<file path="src/rtl/vend_coin_front_if.sv">
// vend_coin_front_if
// Bundles the coin-side signals of the vending front end: the coin acceptor,
// keypad and cancel inputs, the request/response pair exchanged with the
// product-dispense FSM (total/seleccion out, listo/cambio back), and the
// payout/status outputs.
//
// Modports:
//   master - the coin front end (vend_coin_front): consumes coin/keypad/
//            dispense-FSM inputs, drives total/seleccion/coin_out/busy/no_credit.
//   slave  - the surrounding system (acceptor, keypad, dispense FSM).
interface vend_coin_front_if;
    logic       coin_vld;
    logic [1:0] coin_val;
    logic [1:0] sel_btn;
    logic       cancel;
    logic       listo;
    logic [1:0] cambio;
    logic [3:0] total;
    logic [1:0] seleccion;
    logic       coin_out;
    logic       busy;
    logic       no_credit;

    modport master (
        input  coin_vld, coin_val, sel_btn, cancel, listo, cambio,
        output total, seleccion, coin_out, busy, no_credit
    );

    modport slave (
        output coin_vld, coin_val, sel_btn, cancel, listo, cambio,
        input  total, seleccion, coin_out, busy, no_credit
    );
endinterface

</file>
<file path="src/rtl/vend_coin_front.sv">
// vend_coin_front
// Coin-side front end of the vending machine. Accumulates coins into a
// saturating 4-bit credit, presents credit and selection to the dispense FSM,
// waits for its listo/cambio answer, and pays change or a cancel refund as one
// coin_out pulse per unit, spaced PAY_GAP idle cycles apart.
//
// Ports:
//   clk  - clock
//   rst  - asynchronous, active-high reset
//   bus  - vend_coin_front_if.master:
//          in : coin_vld, coin_val[1:0], sel_btn[1:0], cancel, listo, cambio[1:0]
//          out: total[3:0], seleccion[1:0], coin_out, busy, no_credit
//
// Build option:
//   VEND_AUTO_REFUND_EN - when defined, a request timeout refunds the whole
//   retained credit through PAY instead of returning to IDLE with it.
//
// State | Meaning
// ------+---------------------------------------------------------------
// IDLE  | accepting coins, cancel and keypad requests
// REQ   | selection presented, waiting for listo or the timeout
// PAY   | emitting coin_out pulses until the pay count is exhausted
// COOL  | one cycle with seleccion=00 before returning to IDLE
module vend_coin_front #(
    parameter int MAX_CREDIT  = 15,
    parameter int REQ_TIMEOUT = 4,
    parameter int PAY_GAP     = 2
) (
    input  logic              clk,
    input  logic              rst,
    vend_coin_front_if.master bus
);

    localparam logic [1:0] ST_IDLE = 2'd0;
    localparam logic [1:0] ST_REQ  = 2'd1;
    localparam logic [1:0] ST_PAY  = 2'd2;
    localparam logic [1:0] ST_COOL = 2'd3;

    localparam int TO_W  = $clog2(REQ_TIMEOUT + 1);
    localparam int GAP_W = $clog2(PAY_GAP + 1);

    localparam logic [3:0]       MAX_C4  = 4'(MAX_CREDIT);
    localparam logic [TO_W-1:0]  TO_LAST = TO_W'(REQ_TIMEOUT - 1);
    localparam logic [GAP_W-1:0] GAP_LD  = GAP_W'(PAY_GAP);
    localparam logic [GAP_W-1:0] GAP_ONE = GAP_W'(1);

    logic [1:0]       state_q, state_d;
    logic [3:0]       total_q, total_d;
    logic [1:0]       sel_q, sel_d;
    logic [3:0]       pay_q, pay_d;
    logic [GAP_W-1:0] gap_q, gap_d;
    logic [TO_W-1:0]  to_q, to_d;
    logic             coin_out_q, coin_out_d;
    logic             busy_q, busy_d;
    logic             no_credit_q, no_credit_d;

    logic [2:0] coin_amt;
    logic       coin_ok;
    logic       sel_valid;
    logic [4:0] sum5;
    logic [3:0] credit_add;

    always_comb begin
        coin_amt = 3'd0;
        case (bus.coin_val)
            2'b00:   coin_amt = 3'd1;
            2'b01:   coin_amt = 3'd2;
            2'b10:   coin_amt = 3'd5;
            default: coin_amt = 3'd0;
        endcase
    end

    assign coin_ok   = bus.coin_vld && (bus.coin_val != 2'b11);
    assign sel_valid = (bus.sel_btn == 2'b01) || (bus.sel_btn == 2'b10);

    // Add in 5 bits so a wrap past 15 can never look like a small credit.
    assign sum5       = {1'b0, total_q} + {2'b00, coin_amt};
    assign credit_add = (sum5 > {1'b0, MAX_C4}) ? MAX_C4 : sum5[3:0];

    always_comb begin
        state_d     = state_q;
        total_d     = total_q;
        sel_d       = sel_q;
        pay_d       = pay_q;
        gap_d       = gap_q;
        to_d        = to_q;
        coin_out_d  = 1'b0;
        no_credit_d = 1'b0;

        case (state_q)
            ST_IDLE: begin
                // cancel consumes the cycle even at zero credit, so a coin or
                // keypad press arriving alongside it is dropped.
                if (bus.cancel) begin
                    if (total_q != 4'd0) begin
                        state_d = ST_PAY;
                        pay_d   = total_q;
                        total_d = 4'd0;
                        gap_d   = '0;
                    end
                end else if (sel_valid) begin
                    state_d = ST_REQ;
                    sel_d   = bus.sel_btn;
                    to_d    = '0;
                end else if (coin_ok) begin
                    total_d = credit_add;
                end
            end

            ST_REQ: begin
                // listo is checked first so it wins over a same-cycle expiry.
                if (bus.listo) begin
                    sel_d   = 2'b00;
                    total_d = 4'd0;
                    pay_d   = {2'b00, bus.cambio};
                    gap_d   = '0;
                    state_d = (bus.cambio != 2'b00) ? ST_PAY : ST_COOL;
                end else if (to_q == TO_LAST) begin
                    no_credit_d = 1'b1;
                    sel_d       = 2'b00;
`ifdef VEND_AUTO_REFUND_EN
                    if (total_q != 4'd0) begin
                        state_d = ST_PAY;
                        pay_d   = total_q;
                        total_d = 4'd0;
                        gap_d   = '0;
                    end else begin
                        state_d = ST_IDLE;
                    end
`else
                    state_d = ST_IDLE;
`endif
                end else begin
                    to_d = to_q + TO_W'(1);
                end
            end

            ST_PAY: begin
                // gap_q counts the quiet cycles after each pulse; the exit to
                // COOL happens on the last gap cycle so no idle decision cycle
                // follows the final pulse.
                if (gap_q != '0) begin
                    gap_d = gap_q - GAP_ONE;
                    if ((gap_q == GAP_ONE) && (pay_q == 4'd0)) begin
                        state_d = ST_COOL;
                    end
                end else if (pay_q != 4'd0) begin
                    coin_out_d = 1'b1;
                    pay_d      = pay_q - 4'd1;
                    gap_d      = GAP_LD;
                end else begin
                    state_d = ST_COOL;
                end
            end

            ST_COOL: begin
                sel_d   = 2'b00;
                state_d = ST_IDLE;
            end

            default: begin
                state_d = ST_IDLE;
                sel_d   = 2'b00;
            end
        endcase

        busy_d = (state_d != ST_IDLE);
    end

    always_ff @(posedge clk or posedge rst) begin
        if (rst) begin
            state_q     <= ST_IDLE;
            total_q     <= 4'd0;
            sel_q       <= 2'b00;
            pay_q       <= 4'd0;
            gap_q       <= '0;
            to_q        <= '0;
            coin_out_q  <= 1'b0;
            busy_q      <= 1'b0;
            no_credit_q <= 1'b0;
        end else begin
            state_q     <= state_d;
            total_q     <= total_d;
            sel_q       <= sel_d;
            pay_q       <= pay_d;
            gap_q       <= gap_d;
            to_q        <= to_d;
            coin_out_q  <= coin_out_d;
            busy_q      <= busy_d;
            no_credit_q <= no_credit_d;
        end
    end

    assign bus.total     = total_q;
    assign bus.seleccion = sel_q;
    assign bus.coin_out  = coin_out_q;
    assign bus.busy      = busy_q;
    assign bus.no_credit = no_credit_q;

endmodule

</file>
<file path="src/flat_wrapper.sv">
// flat-port wrapper written by rule: the top's interface ports become plain ports
module vend_coin_front_flat 
#(
    parameter int MAX_CREDIT  = 15,
    parameter int REQ_TIMEOUT = 4,
    parameter int PAY_GAP     = 2
)
  (clk, rst, bus_coin_vld, bus_coin_val, bus_sel_btn, bus_cancel, bus_listo, bus_cambio, bus_total, bus_seleccion, bus_coin_out, bus_busy, bus_no_credit);
  vend_coin_front_if bus_i ();
  input  logic clk;
  input  logic rst;
  input wire logic [$bits(bus_i.coin_vld)-1:0] bus_coin_vld;
  input wire logic [$bits(bus_i.coin_val)-1:0] bus_coin_val;
  input wire logic [$bits(bus_i.sel_btn)-1:0] bus_sel_btn;
  input wire logic [$bits(bus_i.cancel)-1:0] bus_cancel;
  input wire logic [$bits(bus_i.listo)-1:0] bus_listo;
  input wire logic [$bits(bus_i.cambio)-1:0] bus_cambio;
  output wire logic [$bits(bus_i.total)-1:0] bus_total;
  output wire logic [$bits(bus_i.seleccion)-1:0] bus_seleccion;
  output wire logic [$bits(bus_i.coin_out)-1:0] bus_coin_out;
  output wire logic [$bits(bus_i.busy)-1:0] bus_busy;
  output wire logic [$bits(bus_i.no_credit)-1:0] bus_no_credit;
  assign bus_i.coin_vld = bus_coin_vld;
  assign bus_i.coin_val = bus_coin_val;
  assign bus_i.sel_btn = bus_sel_btn;
  assign bus_i.cancel = bus_cancel;
  assign bus_i.listo = bus_listo;
  assign bus_i.cambio = bus_cambio;
  assign bus_total = bus_i.total;
  assign bus_seleccion = bus_i.seleccion;
  assign bus_coin_out = bus_i.coin_out;
  assign bus_busy = bus_i.busy;
  assign bus_no_credit = bus_i.no_credit;
  vend_coin_front #(.MAX_CREDIT(MAX_CREDIT), .REQ_TIMEOUT(REQ_TIMEOUT), .PAY_GAP(PAY_GAP)) u_core (.clk(clk), .rst(rst), .bus(bus_i));
endmodule
</file>
<file path="config.mk">
export PLATFORM = sky130hd
export DESIGN_NAME = vend_coin_front_flat
export DESIGN_NICKNAME = d
export VERILOG_FILES = /design/src/rtl/vend_coin_front_if.sv /design/src/rtl/vend_coin_front.sv /design/src/flat_wrapper.sv
export SDC_FILE = /design/constraint.sdc
export NUM_CORES = 1
export LEC_CHECK = 0
export CAP_MARGIN = 20
export CORE_ASPECT_RATIO = 0.5
export CORE_MARGIN = 2
export CORE_UTILIZATION = 54
export CTS_BUF_LIST = sky130_fd_sc_hd__clkbuf_8 sky130_fd_sc_hd__clkbuf_16
export DETAILED_ROUTE_END_ITERATION = 6
export GPL_TIMING_DRIVEN = 0
export PLACE_DENSITY = 0.78
export SLEW_MARGIN = 20
export SYNTH_ARGS = -nofsm -noshare
export SYNTH_HDL_FRONTEND = slang
export SYNTH_SLANG_ARGS = --single-unit
</file>
<file path="constraint.sdc">
create_clock -name clk -period 2.1 [get_ports clk]
set_input_delay 0.42 -clock clk [delete_from_list [all_inputs] [get_ports clk]]
set_output_delay 0.42 -clock clk [all_outputs]
set_load 0.1 [all_outputs]
</file>
==> metrics <==
status=finished clean; Worst VDD drop=623 uV; antenna violations before repair=0; critical path's largest stage delay=440 ps; setup violators final=0; area of the multi-input gates=835 sq um; die width=76.2 um; Placement Cell Area=0.00165 sq mm; Top FF cell, synth=dfrtp_1; Final Cell Area=0.00169 sq mm; wire per inst=13.4 um; Worst-Skew Late Latency=260 ps; unrepaired setup endpoints after global routing=no; Worst Setup Path Type=flip-flop to flip-flop; cell family with most CP delay=flip-flops; crit-path cells=inv_1 -> ha_1 -> clkbuf_2 -> mux2i_4 -> or2_2 -> a221o_1; post-synthesis cell area=0.00141 sq mm; Slew Viols, Final=0; Cells after Synth=145; Worst Setup Start Kind=flip-flop; clk sink count=20; post-CTS setup buffer count=0; Clk pin slew, worst setup/hold paths=70 ps; commonest non-fill, non-tap cells in the layout=inv_1, dfrtp_1, ha_1, nor2_1; Seq/Total Area, Yosys=35.5%; count of different cell masters after synthesis=43; Area Growth Syn to Fin=20.2%; residual DRC count=0; hpwl dp=2.17 mm; RD Place Congestion=0.797; Worst setup EP type=flip-flop; final WL=2.75 mm; Cell Pwr Density=1400 mW/mm^2; Register Area=505 sq um; die area=0.00306 sq mm; Core ar.=0.00254 sq mm; vias in the first global route=1019; largest net degree at the start of global routing=21; CTS buffer count=3; n_diodes=0; Highest Clock Rate=507 MHz; Period minus WS final=1970 ps; syn_area_per_cell=9.72 sq um; global route overflow=0; final hold vios=0; asr flop ratio synth=100%; share of cells above drive strength 1=10.7%; CTS tree=built; Mapped Nets=172; number of port buffers=19; Ys Warns=0; Final period util=93.9%; H-tree depth=1; number of synthesized flops with an enable pin=0; Critical Path AT=2120 ps; maximum root-to-sink buffer count=2; vias=1133; leakage power total=0.848 nW; DR iter-0 viols=89; worst endpoint required time=2250 ps; Critical path buffers and inverters=2; worst min path class=flip-flop to flip-flop; Synth Register Bits=20; final std cells w/o fill=205; Slew @ Worst Pin=961 ps; peak fanout along the critical path=10; Starting Density=55.5%; first-pass GRT wire length=4.67 mm; Fillers=209; CTS root buffer=clkbuf_8; Max-cap violations=0; slew margin rel.=36.2%; post-route antenna net violation count=0; Final #Nets=196; # IOs=20; clk_skew=1.38 ps; placed insts=201; 1st-pass router iterations=4; All-Layer GR Usage=20.1%; die height=40.1 um; vias per cell=5.53; CP max-delay cell=dfrtp_1; Core Rows=13
## worst paths after layout
path	startpoint	end	slack [ps]	cells after the start
min in group asynchronous	rst	u_core.to_q[1]$_DFFE_PP0P_	610	2
hold reg to reg	u_core.to_q[1]$_DFFE_PP0P_	u_core.to_q[1]$_DFFE_PP0P_	500	1
max in group asynchronous	rst	u_core.bus.total[2]$_DFFE_PP0P_	960	2
hold / removal	u_core.to_q[1]$_DFFE_PP0P_	u_core.to_q[1]$_DFFE_PP0P_	500	1
setup / recovery	u_core.state_q[1]$_DFF_PP0_	u_core.pay_q[2]$_DFFE_PP0P_	130	6
setup reg to reg	u_core.state_q[1]$_DFF_PP0_	u_core.pay_q[2]$_DFFE_PP0P_	130	6
## registers in the layout, indices dropped and copies added (netlist names)
name                  cells
u_core.to_q               3
u_core.pay_q              4
u_core.state_q            2
u_core.bus.total          4
u_core.bus.no_credit      1
u_core.bus.busy           1
u_core.bus.coin_out       1
u_core.gap_q              2
u_core.bus.seleccion      2
## cell type report
class                   count  share of cell area, %
well taps                  37                   2.73
flip-flops and latches     20                   29.8
repair buffers             19                   10.6
plain buffers               3                  0.812
multi-input cells         106                   49.3
inverters                  16                   3.55
clock buffers               4                   3.25
## metrics by stage
| step | power [W] | hold WS, ps | utilization, % | setup TNS, ps | setup slack, ps |
|---|---|---|---|---|---|
| detailed placement | 0.00211 | 495 | 65.0 | -662 | -126 |
| floorplan | 0.00179 | 384 | - | 0 | 147 |
| global placement | 0.00208 | 466 | 65.0 | -452 | -95.2 |
| finish | 0.00236 | 503 | 66.8 | 0 | 129 |
| CTS | 0.00237 | 513 | 66.8 | 0 | 126 |
| global route | 0.00254 | 521 | 66.8 | 0 | 19.0 |
## report_power, final
group,switching (W),internal (W)
clock network,0.000126,0.000167
logic,0.000950,0.000532
registers,0.0000883,0.000501
## synthesized netlist by cell type, types with 2 or more instances
master | number | area share (%)
dfrtp_1 | 20 | 36
inv_1 | 16 | 4.3
ha_1 | 15 | 13
nor2_1 | 12 | 3.2
nor2b_1 | 10 | 4.4
o21ai_0 | 8 | 2.8
nand2_1 | 7 | 1.9
a21o_1 | 6 | 3.2
a21oi_1 | 6 | 2.1
a31oi_1 | 3 | 1.3
mux2_2 | 3 | 2.4
mux2i_1 | 3 | 2.1
nor3b_1 | 3 | 1.6
o32ai_1 | 3 | 1.9
nand2b_1 | 2 | 0.89
## layer usage
layer / share of wire (%) / up-vias / global-route usage (%)
met1: 50 / 540 / 28.2
met5: 0 / - / 0
met3: 3.9 / 2 / 5.18
met2: 46 / 31 / 33.2
li1: - / 560 / -
met4: 0.29 / 0 / 2.27
## worst register-to-register path: stages (launching register included)
cell and delay, ps:
dfrtp_1 440, inv_1 100, ha_1 290, clkbuf_2 230, mux2i_4 130, or2_2 320
a221o_1 350
## logic make-up (layout without fill, tap and decap cells)
logic type      Yosys count  in the layout  synth area share [%]
simple gates             40             40                  15.1
fa+ha+maj                16             16                  14.7
buf+inv                  19             42                  5.24
flops                    20             20                  35.5
mux                       8              8                  7.19
xor+xnor                  2              2                  1.24
compound gates           40             40                  21.0
## timing repair
action                                  in CTS  in global routing
endpoints found under the setup margin       9                  0
resized for setup                            9                  0
hold endpoints to repair                     0                  0
hold buffers                                 0                  0
Note: power is estimated with default switching activity, not from simulation.
==> variant 1 (same flow settings) <==
Add a define of `VEND_AUTO_REFUND_EN`.
--- a/src/rtl/vend_coin_front.sv
+++ b/src/rtl/vend_coin_front.sv
@@ -23,2 +23,4 @@
 // COOL  | one cycle with seleccion=00 before returning to IDLE
+`define VEND_AUTO_REFUND_EN
+
 module vend_coin_front #(
Check against the original RTL: not equivalent (a bounded check fails within 10 cycles, from zero or initial values and one cycle with rst high).
==> variant 1 against the original RTL <==
  * Via count up 11%
  * Clock skew about the same
  * Final cell count up 4.9%
  * Count of clock-buffer cells in the layout unchanged
  * Worst setup slack worse by 0.089 ns
  * Critical endpoint is now u_core.pay_q[3]$_DFFE_PP0P_
  * Sequential cell count unchanged
  * Wire length up 21%
  * Power up 2.6%
  * Critical path type unchanged
  * Synthesized area up 0.18%
  * Largest power group unchanged
  * Synthesized cell count up 4.1%
  * Final area up 4.2%
  * Fmax down 4.3%
==> variant 1: results (changes against the original RTL) <==
- Outcome: completed
- Syn nets: 177 (+2.9%)
- Worst r2r src: u_core.state_q[1]$_DFF_PP0_
- # nets final: 205 (+4.6%)
- Slew margin rel.: 0.359 (-0.00218)
- Hold endpoint: u_core.bus.seleccion[1]$_DFFE_PP0P_
- Placer congestion estimate: 0.921 (+16%)
- DR WL/cell: 15.4 microns (+15%)
- Clk_skew: 0.00135 ns (-0.0000253 ns)
- Leak: 0.836 nW (-1.4%)
- Worst path slowest cell: or3_4
- Crit path max-delay family: simple AND/OR/NAND/NOR gates
- Min-delay src: u_core.bus.seleccion[1]$_DFFE_PP0P_
- Peak supply drop: 569 uV (-8.5%)
- Number of fill cells: 217 (+3.8%)
- Share of layout cells above drive strength 1: 0.152 (+0.0445)
- Routed via count: 1,252 (+11%)
- Worst R2R Setup Slack: 0.04 ns (-0.09 ns)
- Clock Path Buffers: 2 (unchanged)
- Setup WS pre-CTS: -0.273 ns (-0.147 ns)
- Number of global-route vias before repair: 1,096 (+7.6%)
- Seq/Total Area, Yosys: 0.355 (-0.000630)
- Crit Path Max Fanout: 7 (-3)
- Worst R2R End: u_core.pay_q[3]$_DFFE_PP0P_
- Initial drt markers: 90 (+1.1%)
- Unique masters post-synth: 42 (-2.3%)
- Hpwl dp: 2360 microns (+8.5%)
- CP max stage delay: 0.39 ns (-0.05 ns)
- Area after DPL: 1650 sq um (about the same)
- Synth top cells by count: dfrtp_1, inv_1, ha_1
- Ranking of synthesized cells by area: dfrtp_1, ha_1, inv_1, o21ai_0, o2bb2ai_1
- Global Route Usage Sum: 0.226 (+0.0254)
- First-pass GRT wire length: 5260 microns (+13%)
- YS warnings: 0 (unchanged)
variant 1: cell types whose count changed in the layout (fill, tap and decap cells not counted), sizes merged, moves of 3 or more:
| cell | before | now |
|---|---|---|
| nand3 | 0 | 3 |
| o21ai | 9 | 12 |
| buf | 1 | 4 |
| nor2 | 12 | 7 |
| o32ai | 3 | 0 |
| mux2i | 4 | 0 |
| o2bb2ai | 1 | 5 |
| a22o | 0 | 3 |
| nor2b | 10 | 4 |
| nand2 | 7 | 10 |
| or3 | 0 | 4 |
variant 1: repair_timing:
action,CTS,global route
endpoints found under the setup margin,11,3
pin swaps,0,3
setup buffers,2,2
gates resized for setup,15,7
hold endpoints to repair,0,0
variant 1: worst max path at each step:
stage                                          from                     endpoint  slack [ns]  cells after the start
floorplan           u_core.bus.total[2]$_DFFE_PP0P_    u_core.bus.busy$_DFF_PP0_        0.01                      4
global placement                          bus_listo  u_core.pay_q[3]$_DFFE_PP0P_       -0.28                      5
detailed placement                        bus_listo  u_core.pay_q[3]$_DFFE_PP0P_       -0.27                      5
CTS                                      bus_cancel  u_core.pay_q[3]$_DFFE_PP0P_       0.005                      5
global route             u_core.to_q[0]$_DFFE_PP0P_  u_core.pay_q[3]$_DFFE_PP0P_      -0.007                      6
finish                  u_core.state_q[1]$_DFF_PP0_  u_core.pay_q[3]$_DFFE_PP0P_        0.04                      6
variant 1: cell type report:
cell class,count,area (sq um),share of cell area
Multi-Input combinational cell,112,877,0.497
Sequential cell,20,505,0.286
Timing Repair Buffer,23,210,0.119
Inverter,18,67.6,0.0383
Clock buffer,4,55.1,0.0312
Tap cell,37,46.3,0.0262
Buffer,1,3.75,0.00213
variant 1: power by group:
group          internal, mW  switching (mW)  leakage [nW]
Sequential            0.495          0.0881         0.260
Clock                 0.167           0.128        0.0288
Combinational         0.577           0.971         0.547
variant 1: per-layer routing:
layer,vias to the layer above,track usage,wire (microns)
met3,2,0.0586,187
li1,611,-,-
met2,40,0.396,1630
met1,599,0.299,1490
met5,-,0,0
met4,0,0.0364,11
variant 1: cells by family after synthesis:
family,synth area share
multiplexers,0.0160
flip-flops,0.355
XOR/XNOR,0.0124
buffers and inverters,0.0505
adder cells (fa/ha/maj),0.138
AO/OA/AOI/OAI,0.245
AND/OR/NAND/NOR,0.184
variant 1: worst register-to-register path, stage by stage (launching register included):
cell and delay [ns]:
dfrtp_2 0.37, inv_1 0.08, ha_2 0.21, nor3b_2 0.21, or3_4 0.38, or3_4 0.39
a221o_1 0.30
variant 1: through the flow:
step / cells / hold WS (ns)
floorplan: 151 / 0.384
global placement: 207 / 0.489
detailed placement: 207 / 0.497
CTS: 213 / 0.510
global route: 215 / 0.533
finish: 215 / 0.506
==> variant 2 (config.mk and constraints unchanged) <==
Without the edit above. Make the reset (`rst`) synchronous in one clocked block. Comments in the files are not updated.
--- a/src/rtl/vend_coin_front.sv
+++ b/src/rtl/vend_coin_front.sv
@@ -169,3 +169,3 @@
 
-    always_ff @(posedge clk or posedge rst) begin
+    always_ff @(posedge clk) begin
         if (rst) begin
Formal check against the unedited RTL: differs if rst is asserted again (counterexample within 4 cycles, from zero or initial values and one cycle with rst high); with rst held inactive, the same outputs for 10 cycles.
==> variant 2 against the original RTL <==
  * Worst setup slack worse by 0.061 ns
  * Worst hold slack worse by 0.031 ns
  * Count of clock-buffer cells in the layout is 1 lower
  * Final area is 1.6% lower
  * Sequential cell count stayed put
  * Fmax is 3.0% lower
  * Synthesized area is 2.8% lower
  * Critical path depth stayed put
  * Wire length is 14% higher
  * Via count is 12% higher
  * Power is 25% lower
==> variant 2: results (changes against the original RTL) <==
- Synth top cells by count: dfxtp_1, a21oi_1, ha_1
- Min-delay src: u_core.bus.seleccion[0]$_SDFFE_PP0P_
- CP Data Arrival Time: 2.22 ns (+0.10 ns)
- Max layer used: met4
- WL met1: 1540 microns (+12%)
- Peak supply drop: 753 uV (+21%)
- Ranking of synthesized cells by area: dfxtp_1, ha_1, a21oi_1, o21ai_0, inv_1
- Number of global-route vias before repair: 1,152 (+13%)
- Global Route Usage Sum: 0.247 (+0.0459)
- Number of port buffers: 18 (-1)
- YS warnings: 0 (unchanged)
- Post-CTS setup buffer count: 0 (unchanged)
- Worst setup SP type: flop
- #MultiIn Comb: 122 (+15%)
- Initial antenna violation count: 0 (unchanged)
- PostCTS Resize Cnt: 13 (+4)
- Final wirelength: 3130 microns (+14%)
- Worst Max-Slew Pin Slew: 0.968 ns (+0.00646 ns)
- Leak: 0.693 nW (-18%)
- Met1 usage: 0.335 (+0.0533)
- Number of fill cells: 214 (+2.4%)
- Clock Pin Slew Worst Setup and Hold Paths: 0.07 ns (about the same)
- Layout clock area frac: 0.0248 (-0.00774)
- Syn nets: 188 (+9.3%)
- Signal buffers share of area: 0.117 (+0.00329)
- Num sequential: 20 (unchanged)
- Clock Path Buffers: 2 (unchanged)
- First-pass GRT wire length: 5370 microns (+15%)
- Met3 Use GR: 0.0540 (+0.00218)
- Clock root cell: clkbuf_8
- Clk_skew: 0.00225 ns (+0.000871 ns)
- # diodes: 0 (unchanged)
- Hold crit path type: reg2reg
- Outcome: completed
- Non-CTS inverters: 14 (-2)
- Met2 capacity usage during global routing: 0.397 (+0.0651)
- Share of layout cells above drive strength 1: 0.110 (+0.00275)
- Worst hold stages: 2 (+1)
- Clock Latency Late Sink: 0.26 ns (about the same)
- Fraction of area in multi-input gates: 0.554 (+0.0618)
- # nets final: 212 (+8.2%)
- R2R depth: 6 (unchanged)
- Crit Path Max Fanout: 10 (unchanged)
- Seq/Total Area, Yosys: 0.292 (-0.0630)
- Placer congestion estimate: 0.811 (+1.9%)
- WL met2: 1370 microns (+9.7%)
- Buffers excl. clock: 23 (+4.5%)
- FF/Latch Area: 410 sq um (-19%)
- Largest net degree at the start of global routing: 11 (-48%)
- Hpwl dp: 2430 microns (+12%)
- Routed via count: 1,268 (+12%)
- Met3 routed WL: 168 microns (+56%)
- 1st-pass router iterations: 4 (unchanged)
- Primary FF master, synth: dfxtp_1
- Worst r2r src: u_core.state_q[1]$_SDFF_PP0_
- Async S/R FF share, synth: 0 (-1.00)
- Unique masters post-synth: 45 (+4.7%)
- Initial drt markers: 67 (-25%)
[variant 2: changes by cell type in the layout (fill, tap and decap cells not counted), sizes merged, moves of 4 or more]
cell   delta
a21oi    +11
mux2i     -4
dfrtp    -20
dfxtp    +20
o21ai     +6
mux2      -4
[variant 2: cells by family (layout without fill, tap and decap cells)]
| family | Yosys count | in the layout | synth area share |
|---|---|---|---|
| DFF | 20 | 20 | 0.292 |
| buffers and inverters | 18 | 40 | 0.0502 |
| and+or+nand+nor | 42 | 42 | 0.188 |
| xor gates and xnor gates | 5 | 5 | 0.0320 |
| AOI/OAI and AO/OA | 58 | 58 | 0.277 |
| adders and majority gates | 17 | 17 | 0.161 |
[variant 2: worst max-delay path: stages (launching register included)]
cell	delay [ns]
dfxtp_4	0.37
inv_1	0.07
ha_2	0.24
nor2b_1	0.20
a2111o_1	0.40
or4b_1	0.53
a21oi_1	0.14
[variant 2: through the flow]
| step | area [sq um] | instances | worst slack [ns] |
|---|---|---|---|
| after floorplan | 1380 | 160 | 0.0404 |
| after global placement | 1600 | 213 | -0.218 |
| after detailed placement | 1600 | 213 | -0.245 |
| after CTS | 1640 | 216 | 0.00524 |
| after global routing | 1670 | 217 | -0.00890 |
| final | 1670 | 217 | 0.0676 |
[variant 2: worst paths after layout]
kind	slack, ns	end
worst min register to register	0.47	u_core.bus.seleccion[0]$_SDFFE_PP0P_
worst min-delay path	0.47	u_core.bus.seleccion[0]$_SDFFE_PP0P_
worst max-delay path	0.07	u_core.gap_q[1]$_SDFFE_PP0P_
worst max register to register	0.07	u_core.gap_q[1]$_SDFFE_PP0P_
[variant 2: where the power goes]
group	internal [mW]	total (mW)	leakage [nW]	switching [mW]
combinational	0.363	1.02	0.506	0.659
clock	0.128	0.249	0.0216	0.122
sequential	0.450	0.503	0.166	0.0533
